===== src/rtl/ppu_pkg.sv =====
// Shared constants for the picture-processing unit.
// Register addresses and colour defaults.
package ppu_pkg;

  localparam logic [2:0] ADDR_MASK = 3'd0;
  localparam logic [2:0] ADDR_BG   = 3'd1;
  localparam logic [2:0] ADDR_KEY  = 3'd2;

  localparam int COLOR_W_DEF = 24;

  localparam logic [23:0] KEY_DEF = 24'h202020;
  localparam logic [23:0] BG_DEF  = 24'h202020;

endpackage


===== src/rtl/priority_pick.sv =====
// Lowest-index-wins priority encoder.
// Returns the winning index and a found flag.
module priority_pick
  import ppu_pkg::*;
#(
  parameter int NUM_LAYERS = 20,
  localparam int IDX_W = (NUM_LAYERS > 1) ? $clog2(NUM_LAYERS) : 1
) (
  input  logic [NUM_LAYERS-1:0] req,
  output logic [IDX_W-1:0]      idx,
  output logic                  found
);

  always_comb begin
    idx   = '0;
    found = 1'b0;
    for (int i = NUM_LAYERS - 1; i >= 0; i--) begin
      if (req[i]) begin
        idx   = IDX_W'(i);
        found = 1'b1;
      end
    end
  end

endmodule


===== src/rtl/layer_compositor.sv =====
// Two-stage layer compositor with frame-synchronous
// double-buffered mask, background and key registers.
module layer_compositor
  import ppu_pkg::*;
#(
  parameter int NUM_LAYERS = 20,
  parameter int COLOR_W = COLOR_W_DEF,
  parameter logic [COLOR_W-1:0] KEY_RESET = COLOR_W'(KEY_DEF),
  parameter logic [COLOR_W-1:0] BG_RESET = COLOR_W'(BG_DEF),
  localparam int IDX_W = (NUM_LAYERS > 1) ? $clog2(NUM_LAYERS) : 1
) (
  input  logic                          clk,
  input  logic                          reset,
  input  logic                          write,
  input  logic [2:0]                    address,
  input  logic [31:0]                   writedata,
  input  logic [9:0]                    hcount,
  input  logic [9:0]                    vcount,
  input  logic [NUM_LAYERS*COLOR_W-1:0] layer_rgb,
  output logic [COLOR_W-1:0]            RGB_output,
  output logic [IDX_W-1:0]              hit_layer,
  output logic                          hit_valid,
  output logic [9:0]                    hcount_out,
  output logic [9:0]                    vcount_out
);

  logic [NUM_LAYERS-1:0] mask_pend_q, mask_pend_d;
  logic [NUM_LAYERS-1:0] mask_act_q, mask_act_d;
  logic [COLOR_W-1:0]    bg_pend_q, bg_pend_d;
  logic [COLOR_W-1:0]    bg_act_q, bg_act_d;
  logic [COLOR_W-1:0]    key_pend_q, key_pend_d;
  logic [COLOR_W-1:0]    key_act_q, key_act_d;

  logic [NUM_LAYERS-1:0]         opaque_q, opaque_d;
  logic [NUM_LAYERS*COLOR_W-1:0] rgb1_q, rgb1_d;
  logic [COLOR_W-1:0]            bg1_q, bg1_d;
  logic [9:0]                    hc1_q, hc1_d;
  logic [9:0]                    vc1_q, vc1_d;

  logic [COLOR_W-1:0] rgb_out_q, rgb_out_d;
  logic [IDX_W-1:0]   hit_idx_q, hit_idx_d;
  logic               hit_vld_q, hit_vld_d;
  logic [9:0]         hc2_q, hc2_d;
  logic [9:0]         vc2_q, vc2_d;

  logic [IDX_W-1:0] pick_idx;
  logic             pick_found;
  logic             frame_start;
  logic             unused_ok;

  assign unused_ok = &{1'b0, writedata};
  assign frame_start = (hcount == 10'd0) && (vcount == 10'd0);

  priority_pick #(
    .NUM_LAYERS(NUM_LAYERS)
  ) u_pick (
    .req  (opaque_q),
    .idx  (pick_idx),
    .found(pick_found)
  );

  always_comb begin
    mask_pend_d = mask_pend_q;
    bg_pend_d   = bg_pend_q;
    key_pend_d  = key_pend_q;
    if (write) begin
      unique case (address)
        ADDR_MASK: mask_pend_d = writedata[NUM_LAYERS-1:0];
        ADDR_BG:   bg_pend_d   = writedata[COLOR_W-1:0];
        ADDR_KEY:  key_pend_d  = writedata[COLOR_W-1:0];
        default:   ;
      endcase
    end
  end

  // Active copies take the pre-write pending value at frame start.
  always_comb begin
    mask_act_d = mask_act_q;
    bg_act_d   = bg_act_q;
    key_act_d  = key_act_q;
    if (frame_start) begin
      mask_act_d = mask_pend_q;
      bg_act_d   = bg_pend_q;
      key_act_d  = key_pend_q;
    end
  end

  always_comb begin
    opaque_d = '0;
    for (int i = 0; i < NUM_LAYERS; i++) begin
      opaque_d[i] = mask_act_q[i] &&
        (layer_rgb[i*COLOR_W +: COLOR_W] != key_act_q);
    end
    rgb1_d = layer_rgb;
    bg1_d  = bg_act_q;
    hc1_d  = hcount;
    vc1_d  = vcount;
  end

  always_comb begin
    rgb_out_d = bg1_q;
    for (int i = 0; i < NUM_LAYERS; i++) begin
      if (pick_found && (pick_idx == IDX_W'(i))) begin
        rgb_out_d = rgb1_q[i*COLOR_W +: COLOR_W];
      end
    end
    hit_idx_d = pick_found ? pick_idx : '0;
    hit_vld_d = pick_found;
    hc2_d     = hc1_q;
    vc2_d     = vc1_q;
  end

  always_ff @(posedge clk) begin
    if (reset) begin
      mask_pend_q <= '1;
      mask_act_q  <= '1;
      bg_pend_q   <= BG_RESET;
      bg_act_q    <= BG_RESET;
      key_pend_q  <= KEY_RESET;
      key_act_q   <= KEY_RESET;
      opaque_q    <= '0;
      rgb1_q      <= '0;
      bg1_q       <= BG_RESET;
      hc1_q       <= '0;
      vc1_q       <= '0;
      rgb_out_q   <= BG_RESET;
      hit_idx_q   <= '0;
      hit_vld_q   <= 1'b0;
      hc2_q       <= '0;
      vc2_q       <= '0;
    end else begin
      mask_pend_q <= mask_pend_d;
      mask_act_q  <= mask_act_d;
      bg_pend_q   <= bg_pend_d;
      bg_act_q    <= bg_act_d;
      key_pend_q  <= key_pend_d;
      key_act_q   <= key_act_d;
      opaque_q    <= opaque_d;
      rgb1_q      <= rgb1_d;
      bg1_q       <= bg1_d;
      hc1_q       <= hc1_d;
      vc1_q       <= vc1_d;
      rgb_out_q   <= rgb_out_d;
      hit_idx_q   <= hit_idx_d;
      hit_vld_q   <= hit_vld_d;
      hc2_q       <= hc2_d;
      vc2_q       <= vc2_d;
    end
  end

  assign RGB_output = rgb_out_q;
  assign hit_layer  = hit_idx_q;
  assign hit_valid  = hit_vld_q;
  assign hcount_out = hc2_q;
  assign vcount_out = vc2_q;

endmodule


===== config.mk =====
export PLATFORM = sky130hd
export DESIGN_NAME = layer_compositor
export DESIGN_NICKNAME = d
export VERILOG_FILES = /design/src/rtl/ppu_pkg.sv /design/src/rtl/priority_pick.sv /design/src/rtl/layer_compositor.sv
export SDC_FILE = /design/constraint.sdc
export NUM_CORES = 2
export LEC_CHECK = 0
export BUFFER_PORTS_ARGS = -buffer_cell sky130_fd_sc_hd__buf_2
export CAP_MARGIN = 40
export CORE_MARGIN = 2
export CORE_UTILIZATION = 50
export DETAILED_ROUTE_END_ITERATION = 7
export GPL_ROUTABILITY_DRIVEN = 0
export GPL_TIMING_DRIVEN = 0
export PLACE_DENSITY = 0.76
export SETUP_SLACK_MARGIN = 0.15
export SLEW_MARGIN = 20
export SYNTH_ARGS = -nofsm -noshare
export SYNTH_HDL_FRONTEND = slang
export SYNTH_SLANG_ARGS = --single-unit

===== constraint.sdc =====
create_clock -name clk -period 5.4 [get_ports clk]
set_clock_uncertainty 0.05 [all_clocks]
set_input_delay 0.54 -clock clk [delete_from_list [all_inputs] [get_ports clk]]
set_output_delay 0.54 -clock clk [all_outputs]
set_load 0.05 [all_outputs]

# --- Yosys cells after proc, flatten, opt, wreduce, memory -nomap -nowiden ---
# Cells that the tools add are included.
totals:
  ff_bits: 730
  latchBits: 0
  mem_bits_rw: 0
  rom_bits: 0
  inputBits: 538
  n_memories: 0
op_classes:
  addsub: 0
  n_mul: 0
  div: 0
  magnitude_cmp: 0
  eq_ne: 41
  shifts: 0
  n_mux: 60
  n_bitwise: 1
  reduce_logical: 49
ops:
  columns: ["operator", "count"]
  rows:
  - ["24-bit two-way mux", 20]
  - ["24-bit != test", 20]
  - ["5-bit two-way mux", 20]
  - ["1-bit logical AND", 41]
  - ["5-bit by 4-bit == test with 1-bit output, second input constant", 8]
  - ["5-bit by 3-bit == test with 1-bit output, second input constant", 4]
  - ["5-bit == test, second input constant", 4]
  - ["10-bit zero test", 2]
  - ["1-bit two-way mux", 20]
  - ["5-bit by 2-bit == test with 1-bit output, second input constant", 2]
  - ["2-bit AND reduction", 3]
  - ["5-bit by 1-bit == test with 1-bit output, second input constant", 1]
  - ["5-bit zero test", 1]
  - ["3-bit by 1-bit == test with 1-bit output, second input constant", 1]
  - ["3-bit by 2-bit == test with 1-bit output, second input constant", 1]
  - ["3-bit zero test", 1]
  - ["2-bit OR reduction", 1]
  - ["1-bit inverter", 1]

# --- Depth between registers and ports, before layout ---
depth:
  word_depth: 42
  depth_mapped: 13
  depth_no_buf: 9

# --- Modules after synthesis ---
# Synthesis repeated with hierarchy kept, for this count alone.
unflattened:
  hier_cells: 3315
  area_unflattened_um2: 31320.0
by_module_without_submodules:
  columns: ["module", "n_inst", "cells_each", "area_per_inst_um2"]
  rows:
  - ["layer_compositor", 1, 3276, 31088.6]
  - ["priority_pick", 1, 39, 231.5]

# --- Worst setup path after synthesis ---
# No wires, ideal clock.
synth_timing:
  path_kind: "register to register"
  startpoint: "register opaque_q[3]"
  endpoint: "register rgb_out_q[22], in the netlist RGB_output[22]"
  setup_time_ps: 129
  arrival_time_ps: 2284
  required_time_ps: 5221
  setup_slack_ps: 2937
  stages_incl_launch_ff: 11
  synth_period_minus_slack_ps: 2463
  path_cell_list: "dfxtp_1 -> or4_4 -> a31o_2 -> nand2_2 -> buf_6 -> nand3_2 -> buf_2 -> o21ai_0 -> o211ai_1 -> a2111oi_0 -> nor2_1"
synth_via:
  elab_chain_len: 26
  word_cells_on_any_way: 68
synth_rtl:
  columns: ["item", "line_no", "rtl"]
  rows:
  - ["start, declared", "layer_compositor.sv:34", "logic [NUM_LAYERS-1:0] opaque_q, opaque_d;"]
  - ["start signal, assigned", "layer_compositor.sv:138", "opaque_q <= opaque_d;"]
  - ["5-bit two-way mux (4 in a row)", "priority_pick.sv:18", "if (req[i]) begin"]
  - ["5-bit zero test", "layer_compositor.sv:103", "if (pick_found && (pick_idx == IDX_W'(i))) begin"]
  - ["1-bit logical AND", "layer_compositor.sv:103", null]
  - ["24-bit two-way mux (19 in a row)", "layer_compositor.sv:103", null]
  - ["24-bit two-way mux (*)", "layer_compositor.sv:103", null]
  - ["end signal, assigned", "layer_compositor.sv:143", "rgb_out_q <= rgb_out_d;"]
  - ["end, declared", "layer_compositor.sv:40", "logic [COLOR_W-1:0] rgb_out_q, rgb_out_d;"]
# Mark *: on every way between the ends. The rest lies on a longest branch, timed or not.
# A chain may end at the register's enable or synchronous reset.

# --- Worst setup path in the final report ---
layout_timing:
  startpoint: "register opaque_q[14]"
  endpoint: "register rgb_out_q[5], in the netlist RGB_output[5]"
layout_via:
  elab_chain_len: 37
  word_cells_on_any_way: 90
layout_rtl:
  columns: ["item", "line_no"]
  rows:
  - ["5-bit two-way mux (15 in a row)", "priority_pick.sv:18"]
  - ["5-bit zero test", "layer_compositor.sv:103"]
  - ["1-bit logical AND", "layer_compositor.sv:103"]
  - ["24-bit two-way mux (19 in a row)", "layer_compositor.sv:103"]
  - ["24-bit two-way mux (*)", "layer_compositor.sv:103"]
# Marked as above.

==> reports/results.tsv <==
stage	metric	value	unit
cells_and_area	layout-drive-gt1-share	0.208	
logic_synthesis	synthTopCellsByArea	dfxtp_1 (47%), nor2b_1 (11%), xnor2_1 (9.0%)	
run	cap_violations	0	
floorplanning	initial_utilization	0.505	
floorplanning	std_cell_rows	91	
critical_path	path_cells	or4_1 -> nor2_1 -> nand3b_1 -> a21oi_2 -> nand2_1 -> nor2_1 -> nor2_1 -> a211oi_1 -> o21ai_1	
logic_synthesis	syn-num-nets	3939	
pwr	p_leak	15.3	nW
critical_path	cp_slowest_stage_delay	670	ps
clock_tree	cts_resized	0	
timing	finalSetupTns	0	ps
status	outcome	complete, but fails checks	
logic_synthesis	synth_commonest_cells	dfxtp_1 (730), nor2b_1 (564), nand2_1 (409)	
detailed_routing	drc	210	
logic_synthesis	ys.warnings.count	0	
logic_synthesis	synthCells	3401	
logic_synthesis	ys.flop_type	dfxtp_1	
global_route	antenna_found_initial	44	
detailed_routing	via_count	31153	
critical_path	cp_num_buf_inv	0	
logic_synthesis	yosys.area_share.simple	0.231	
logic_synthesis	async_flop_share	0	
timing	period_share	0.837	
clock_tree	cts_root_buf	clkbuf_16	
global_route	grt-ovfl-total	0	
detailed_routing	drt_wl_total	154000	µm
status	violations	DRC	
logic_synthesis	netlist_area	31200	µm²
clock_tree	cts_post_setup_buffers_inserted	0	
logic_synthesis	synth_most_common_cell	dfxtp_1	
worst_hold_path	min_path_type	in -> reg	
detailed_routing	wl_per_cell	31.0	µm
clock_tree	clk_pin_slew	70	ps
logic_synthesis	synth-adder-area-share	0	
clock_tree	clk_latency	670	ps
logic_synthesis	seq_area_frac_synth	0.469	
pwr	switchingPower	3.41	mW
floorplanning	die_area	64300	µm²
timing	rsz0062_at_grt	no	
pwr	switching_share	0.268	
clock_tree	clk_path_buf_depth	3	
logic_synthesis	synth_xor_area_frac	0.135	
clock_tree	h-tree-depth	3	
floorplanning	die_w	254	µm
timing	fin_crit	4520	ps
detailed_routing	routed_via_density	6.25	
timing	finalHoldViolCount	0	
critical_path	cp_top_family	simple AND/OR/NAND/NOR gates	
cells_and_area	syn_to_final_growth	21.8	%
critical_path	cpMostUsedCell	nor2_1	
critical_path	startpoint_type	register	
logic_synthesis	synth.ff_latch_count	730	
pwr	clockPowerShare	0.432	
floorplanning	io_pins	588	
detailed_routing	drtPass1Iterations	8	
pwr	seq_power_share	0.449	
placement	hpwlAfterDp	114000	µm
clock_tree	holdBufCountCts	0	
pwr	finalPower	12.7	mW
floorplanning	core	61700	µm²
global_route	gr-usage-all-layers	0.464	
global_route	grt_max_degree	15	
critical_path	endpoint_kind	register	
logic_synthesis	synth_compound_area_frac	0.107	
logic_synthesis	synth_cell_types	71	
timing	clock.fmax	221	MHz
critical_path	path_class	reg -> reg	
logic_synthesis	synth_top_family_by_area	simple AND/OR/NAND/NOR gates	
clock_tree	cts_sinks	730	
floorplanning	die_y	254	µm
detailed_routing	drt_iter0_drc	5190	
placement	io_buffers	578	
global_route	grt_pass1_vias	28669	
critical_path	worstPathArrival	4940	ps
logic_synthesis	synth_edf_count	0	
timing	drv_slew	0	
logic_synthesis	synth_area_per_cell	9.16	µm²
critical_path	critPathRequiredTime	5820	ps
logic_synthesis	synth_area_leader_cell	dfxtp_1	
pwr	ir_drop	0.232	mV
logic_synthesis	synthMuxAreaShare	0.0225	
timing	worstMarginPinSlew	1120	ps
clock_tree	cts_buffers	75	
pwr	internal_power	9.33	mW
detailed_routing	ant_nets	0	
logic_synthesis	synth_top_area_frac	0.469	
timing	setup_viol	0	
critical_path	slowest_stage	or4_1	
pwr	power-per-cell-area	336	nW/µm²
clock_tree	tritoncts	built	
timing	slew_headroom	0.250	
global_route	grt_pass1_wl	207000	µm
cells_and_area	final_nets	4609	
pwr	power_frac_comb	0.119	
critical_path	path_max_fanout	10	
==> cells in the final DEF, fill, tap and decap left out, types with 43 or more instances in the layout <==
cell type  count
xnor2_1      320
buf_2        662
nor2_1        94
clkbuf_16     77
dfxtp_1      730
xor2_1       160
o21ai_0       51
a21oi_1      159
mux2i_1       61
nor4_1        74
clkbuf_1     163
nand2_1      409
a31oi_1       43
nand4_1       82
nor2b_1      564
nand3_1       50
==> power groups by stage <==
| stage | Clock [mW] | Combinational, mW | Sequential, mW |
|---|---|---|---|
| final | 5.50 | 1.52 | 5.72 |
| after global routing | 5.64 | 1.53 | 5.73 |
| after CTS | 5.42 | 1.40 | 5.71 |
| after detailed placement | 0 | 1.38 | 5.83 |
| after global placement | 0 | 1.37 | 5.83 |
| after floorplan | 0 | 0.629 | 5.88 |
==> worst register-to-register path, cell delays in order (launching register included) <==
cell	delay, ps
dfxtp_1	340
or4_1	670
nor2_1	230
nand3b_1	590
a21oi_2	570
nand2_1	380
nor2_1	470
nor2_1	80
a211oi_1	630
o21ai_1	330
==> routing by layer <==
| layer | vias up | GRT usage | wire length, µm |
|---|---|---|---|
| li1 | 12785 | - | - |
| met1 | 14396 | 0.533 | 51800 |
| met2 | 2966 | 0.651 | 60800 |
| met3 | 954 | 0.242 | 26300 |
| met4 | 52 | 0.348 | 15100 |
| met5 | - | 0.0154 | 468 |
==> per-stage QoR <==
stage	instances	worst slack (ps)	utilization	area, µm²	hold slack, ps
after floorplan	3401	2940	-	31200	364
after global placement	4816	1330	0.569	35100	366
after detailed placement	4823	1350	0.571	35300	374
after CTS	4958	1340	0.613	37800	71.9
after global routing	4975	1090	0.615	37900	81.8
final	4988	880	0.615	38000	59.2
==> flip-flops by register name, summed over array words and instances (netlist names) <==
name and flops:
bg1_q 24, bg_pend_q 24, key_pend_q 24, mask_pend_q 20, hcount_out 10, mask_act_q 20
RGB_output 24, bg1_d 24, hc1_q 10, opaque_q 20, rgb1_q 480, vc1_q 10
hit_valid 1, vcount_out 10, hit_layer 5, key_act_q 24
==> kinds of logic after synthesis <==
| logic type | after synthesis |
|---|---|
| AOI/OAI and AO/OA | 489 |
| buffers and inverters | 282 |
| DFF | 730 |
| muxes | 69 |
| xor gates and xnor gates | 480 |
| and+or+nand+nor | 1351 |
==> final timing paths <==
kind | from | endpoint | slack (ps) | depth (start not counted)
min reg2reg | vc1_q[4] | vcount_out[4] | 380 | 1
max | opaque_q[14] | RGB_output[5] | 880 | 9
min | layer_rgb[246] | rgb1_q[246] | 60 | 2
max reg2reg | opaque_q[14] | RGB_output[5] | 880 | 9
==> final cells by class <==
cell class / instances / area, µm²
fillers: 5335 / 23800
multi-input cells: 2389 / 15500
clock inverters: 31 / 348
plain buffers: 259 / 1110
well taps: 837 / 1050
clock buffers: 104 / 2220
repair buffers: 593 / 3040
diodes: 22 / 55.1
inverters: 23 / 86.3
flip-flops and latches: 730 / 14600
Power figures use the tool's default switching activity.
